File: src/rtl/line_scheduler.sv
// line_scheduler: round-robin intake from two stroke generators into a small
// segment FIFO, then launches one segment at a time on the shared bresenham engine.
// Coordinates are held in registers that only change when a segment is popped.
module line_scheduler #(
    parameter int unsigned DEPTH = 4,
    parameter int unsigned CW    = 16
) (
    input  logic          clk,
    input  logic          reset,
    input  logic          req0_valid,
    output logic          req0_ready,
    input  logic [31:0]   req0_seg,
    input  logic          req1_valid,
    output logic          req1_ready,
    input  logic [31:0]   req1_seg,
    output logic [7:0]    x0,
    output logic [7:0]    y0,
    output logic [7:0]    x1,
    output logic [7:0]    y1,
    output logic          start,
    input  logic          done,
    output logic          busy,
    output logic [CW-1:0] drawn_count
);

    localparam int unsigned AW = $clog2(DEPTH);

    typedef enum logic [1:0] {StIdle, StStart, StArm, StWait} state_e;

    state_e          state_q, state_d;
    logic [31:0]     mem_q [DEPTH];
    logic [AW-1:0]   wr_ptr_q, rd_ptr_q;
    logic [AW:0]     count_q;
    logic            last_q;
    logic [31:0]     coord_q;
    logic [CW-1:0]   drawn_q;

    logic            full, empty;
    logic            grant0, grant1;
    logic            push0, push1, push, pop, count_inc;
    logic [31:0]     push_data;

    assign full  = (count_q == (AW + 1)'(DEPTH));
    assign empty = (count_q == '0);

    // Round-robin grant: on a tie the requester not granted most recently wins.
    // Ready uses the registered fullness, so a pop while full frees space next cycle.
    always_comb begin
        grant0     = req0_valid && (!req1_valid || last_q);
        grant1     = req1_valid && (!req0_valid || !last_q);
        req0_ready = grant0 && !full && !reset;
        req1_ready = grant1 && !full && !reset;
        push0      = req0_valid && req0_ready;
        push1      = req1_valid && req1_ready;
        push       = push0 || push1;
        push_data  = push0 ? req0_seg : req1_seg;
    end

    // Launch sequencer; ARM exists so a done level left over from the last line is ignored.
    always_comb begin
        state_d   = state_q;
        pop       = 1'b0;
        count_inc = 1'b0;
        case (state_q)
            StIdle: begin
                if (!empty) begin
                    pop     = 1'b1;
                    state_d = StStart;
                end
            end
            StStart: state_d = StArm;
            StArm:   state_d = StWait;
            StWait: begin
                if (done) begin
                    count_inc = 1'b1;
                    if (!empty) begin
                        pop     = 1'b1;
                        state_d = StStart;
                    end else begin
                        state_d = StIdle;
                    end
                end
            end
            default: state_d = StIdle;
        endcase
    end

    // FSM state, FIFO pointers/occupancy, arbitration history, coordinates and line count.
    always_ff @(posedge clk) begin
        if (reset) begin
            state_q  <= StIdle;
            wr_ptr_q <= '0;
            rd_ptr_q <= '0;
            count_q  <= '0;
            last_q   <= 1'b1;
            coord_q  <= '0;
            drawn_q  <= '0;
        end else begin
            state_q <= state_d;
            if (push) begin
                wr_ptr_q <= wr_ptr_q + 1'b1;
                last_q   <= push1;
            end
            if (pop) begin
                rd_ptr_q <= rd_ptr_q + 1'b1;
                coord_q  <= mem_q[rd_ptr_q];
            end
            if (push && !pop) begin
                count_q <= count_q + 1'b1;
            end else if (pop && !push) begin
                count_q <= count_q - 1'b1;
            end
            if (count_inc) begin
                drawn_q <= drawn_q + 1'b1;
            end
        end
    end

    // Segment storage; contents are don't-care until written, so no reset.
    always_ff @(posedge clk) begin
        if (push) begin
            mem_q[wr_ptr_q] <= push_data;
        end
    end

    assign x0          = coord_q[31:24];
    assign y0          = coord_q[23:16];
    assign x1          = coord_q[15:8];
    assign y1          = coord_q[7:0];
    assign start       = (state_q == StStart) && !reset;
    assign busy        = ((state_q != StIdle) || !empty) && !reset;
    assign drawn_count = drawn_q;

endmodule
File: config.mk
export PLATFORM = sky130hd
export DESIGN_NAME = line_scheduler
export DESIGN_NICKNAME = d
export VERILOG_FILES = /design/src/rtl/line_scheduler.sv
export SDC_FILE = /design/constraint.sdc
export NUM_CORES = 1
export LEC_CHECK = 0
export CAP_MARGIN = 30
export CORE_UTILIZATION = 30
export CTS_BUF_LIST = sky130_fd_sc_hd__clkbuf_16
export DETAILED_ROUTE_END_ITERATION = 10
export PLACE_DENSITY_LB_ADDON = 0.08
export SLEW_MARGIN = 0
export SYNTH_ARGS = -nofsm -noshare
export SYNTH_HDL_FRONTEND = slang
export SYNTH_SLANG_ARGS = --single-unit
export TNS_END_PERCENT = 30
File: constraint.sdc
create_clock -name clk -period 2.4 [get_ports clk]
set_input_delay 0.36 -clock clk [delete_from_list [all_inputs] [get_ports clk]]
set_output_delay 0.36 -clock clk [all_outputs]
set_load 0.01 [all_outputs]
==> results.cfg <==
[outcome]
status = finished clean

[worst_setup_path]
path_depth = 11
rr_endpoint = count_q[2]$_SDFFE_PP0P_
critPathMaxStageDelay_ns = 0.38
cp-start-kind = flop
critPathBufInv = 3
setup.worst_path.class = reg -> reg
cp_max_fo = 4
crit_start = state_q[0]$_SDFFE_PP0P_
ff2ff_setup_slack_ns = 0.15
critPathCaptureType = flop
cp-endpoint = count_q[2]$_SDFFE_PP0P_
critical-path-top-delay-family = adder cells
r2r_cells = 11
cp_slowest_cell = fa_1
cp_common_cell = inv_1
cp.required_ns = 2.75
r2r_start = state_q[0]$_SDFFE_PP0P_
path_cells = inv_1 > ha_2 > a21oi_2 > nor3_4 > inv_2 > ha_1 > inv_1 > fa_1 > xor2_1 > or3_1 > a21oi_1
cp.arrival_ns = 2.60

[power]
seqPwrFrac_pct = 42.9
cellPowerDensity_nw_per_um2 = 1000
internal_power_mw = 6.74
switching_share_pct = 31.3
clockPowerShare_pct = 27.0
p_leak_nw = 3.19
comb_power_share_pct = 30.1
total_power_mw = 9.80
peakVddDrop_mv = 0.429
p_switching_mw = 3.06

[timing]
fin_worst_skew_ns = 0.00974
hold_violations = 0
rsz0062_at_grt = no
relSlewSlack_pct = 67.7
timing.hold.ws_ns = 0.291
worst_pin_slew_ns = 0.484
finalCritPeriodShare_pct = 93.7
fmaxAchievable_mhz = 445
finalSetupTns_ns = 0
layout_setup_ws_ns = 0.151
slew_viol_final = 0
finalSetupViolations = 0
period_needed_ns = 2.25

[global_route]
grt_overflow = 0
grt_pass1_wl_um = 26700
antenna_found_initial = 0
track_usage_pct = 14.1
use_met3_pct = 3.36
grtUsageMet2_pct = 23.8
grt_most_used_layer = met2
grt_pass1_vias = 4765
grt_start_max_net_pins = 36
met1_usage_pct = 17.9

[clock_tree]
cts_tree = built
numCtsBuffers = 17
clock_sinks = 186
clock-root-buffer = clkbuf_16
cts_max_level = 4
cts.hold.buffers_added = 0
path_clk_slew_ns = 0.07
cts_max_path_buffers = 2
worstSkewPairLatency_ns = 0.43

[finish]
syn_to_final_growth_pct = 31.8
drive_gt1_share_pct = 17.2
num-nets-final = 718
seq_area_um2 = 5010
multi_input_area_um2 = 2280
postLayoutCoreUtil_pct = 40.3
antenna-diode-count = 0
nFillCells = 2283

[floorplanning]
fp.coreArea_um2 = 24300
pin_count = 121
die-width_um = 159
num_rows = 57
die-area_um2 = 25400
start_util_pct = 30.6
fp.dieH_um = 159

[job]
drv_cap = 0

[placed_design]
port_buffers = 120
globalplace.congestion = 0.707
pre_cts_ws_ns = -0.0765
hpwl_um = 10800

[logic_synthesis]
netlist_instances = 499
synth_cell_types = 35
synthesis.area_um2 = 7440
avgSynthCellArea_um2 = 14.9
yosys_warnings = 0
ys_ff_latch = 186
ys_seq_area_share_pct = 67.3
synthesis.nets = 579

[drt]
final_antenna_net_count = 0
drc = 0
dr.pass1.iters = 4
vias = 4478
drt_iter0_markers = 224
via_per_inst = 4.59
wl_um = 17000
wl_per_cell_um = 17.4

[worst_hold_path]
hold_class = in -> reg
-- cell usage after synthesis --
cell	instances	share of area, %
a21o_1	1	0.10
a21oi_1	40	2.7
a221oi_1	1	0.12
and2_1	4	0.34
and3_1	2	0.17
buf_1	2	0.10
buf_2	5	0.34
buf_6	3	0.45
clkbuf_1	15	0.76
dfxtp_1	58	16
edfxtp_1	128	52
fa_1	1	0.27
ha_1	10	1.7
inv_1	12	0.61
inv_2	1	0.050
mux2_1	30	4.5
mux2_2	3	0.45
mux2i_1	3	0.40
mux4_2	32	9.7
nand2_1	69	3.5
nand2b_1	1	0.084
nand3_1	8	0.54
nand4_1	3	0.25
nor2_1	23	1.2
nor2b_1	4	0.34
nor3_1	5	0.34
nor3_2	4	0.54
nor3b_2	1	0.17
nor4_1	4	0.34
nor4b_1	1	0.12
o211ai_1	1	0.10
o21ai_0	5	0.34
or3_1	3	0.25
xnor2_1	12	1.4
xor2_1	4	0.47
-- layout make-up --
type / instances / area share [%]
Inverter: 13 / 0.498
Clock buffer: 17 / 4.34
Tap cell: 324 / 4.14
Clock inverter: 15 / 1.37
Sequential cell: 186 / 51.2
Multi-Input combinational cell: 275 / 23.3
Timing Repair Buffer: 145 / 15.2
-- per-layer routing --
| layer | wire [um] | part of all wire [%] | vias to the layer above |
|---|---|---|---|
| li1 | - | - | 2117 |
| met1 | 7620 | 45 | 2242 |
| met2 | 8520 | 50 | 109 |
| met3 | 676 | 4.0 | 10 |
| met4 | 154 | 0.91 | 0 |
| met5 | 0 | 0 | - |
-- power by group through the flow --
stage	sequential [mW]	combinational, mW	clock, mW
detailed placement	4.28	3.01	0
finish	4.21	2.95	2.64
floorplan	4.25	1.70	0
global route	4.27	3.25	2.86
CTS	4.22	3.02	2.74
global placement	4.26	2.98	0
-- layout by cell type, fill, tap and decap left out, drive strengths merged --
cell type,count
edfxtp,128
clkdlybuf4s50,118
nand2,69
dfxtp,58
a21oi,40
mux2,33
mux4,32
buf,26
nor2,23
inv,20
clkbuf,17
xnor2,12
ha,10
nor3,9
nand3,8
o21ai,5
clkinvlp,5
and2,4
nor2b,4
xor2,4
nor4,4
mux2i,3
nand4,3
or3,3
clkinv,3
and3,2
nor3b,1
nand2b,1
a221oi,1
nor4b,1
o211ai,1
a21o,1
fa,1
dlymetal6s2s,1
-- cells by family (layout without fill, tap and decap cells) --
family | Yosys count | after routing | share of synthesized area (%)
buffers and inverters | 38 | 190 | 2.31
AND/OR/NAND/NOR | 132 | 132 | 8.11
flip-flops | 186 | 186 | 67.3
AO/OA/AOI/OAI | 48 | 48 | 3.35
XOR/XNOR | 16 | 16 | 1.88
adder cells (fa/ha/maj) | 11 | 11 | 1.95
multiplexers | 68 | 68 | 15.1
-- registers in the layout (all words and copies together), names as in the netlist --
register	flops
state_q	2
coord_q	32
last_q	1
count_q	3
wr_ptr_q	2
drawn_count	16
rd_ptr_q	2
mem_q	128
-- worst min path at each step --
stage | from | to | cells after the start
floorplan | count_q[2]$_SDFFE_PP0P_ | count_q[2]$_SDFFE_PP0P_ | 2
CTS | reset | rd_ptr_q[1]$_SDFFE_PP0P_ | 2
finish | reset | rd_ptr_q[1]$_SDFFE_PP0P_ | 2
global placement | coord_q[6]$_SDFFE_PP0P_ | coord_q[6]$_SDFFE_PP0P_ | 2
detailed placement | coord_q[7]$_SDFFE_PP0P_ | coord_q[7]$_SDFFE_PP0P_ | 2
global route | reset | count_q[1]$_SDFFE_PP0P_ | 2
-- worst reg2reg max path, stage by stage (launching register included) --
cell and delay (ns):
dfxtp_2 0.35, inv_1 0.09, ha_2 0.22, a21oi_2 0.19, nor3_4 0.06, inv_2 0.06
ha_1 0.15, inv_1 0.05, fa_1 0.38, xor2_1 0.18, or3_1 0.31, a21oi_1 0.16
-- per-stage QoR --
step / instances / instance area [um2]
after floorplan: 499 / 7440
after global placement: 942 / 9220
after detailed placement: 942 / 9220
after CTS: 974 / 9780
after global routing: 975 / 9800
final: 975 / 9800
-- timing repair --
action                     in CTS  in global routing
setup endpoints to repair       1                  2
setup buffers                   0                  1
gates resized for setup         2                  5
Note: power is estimated with default switching activity, not from simulation.
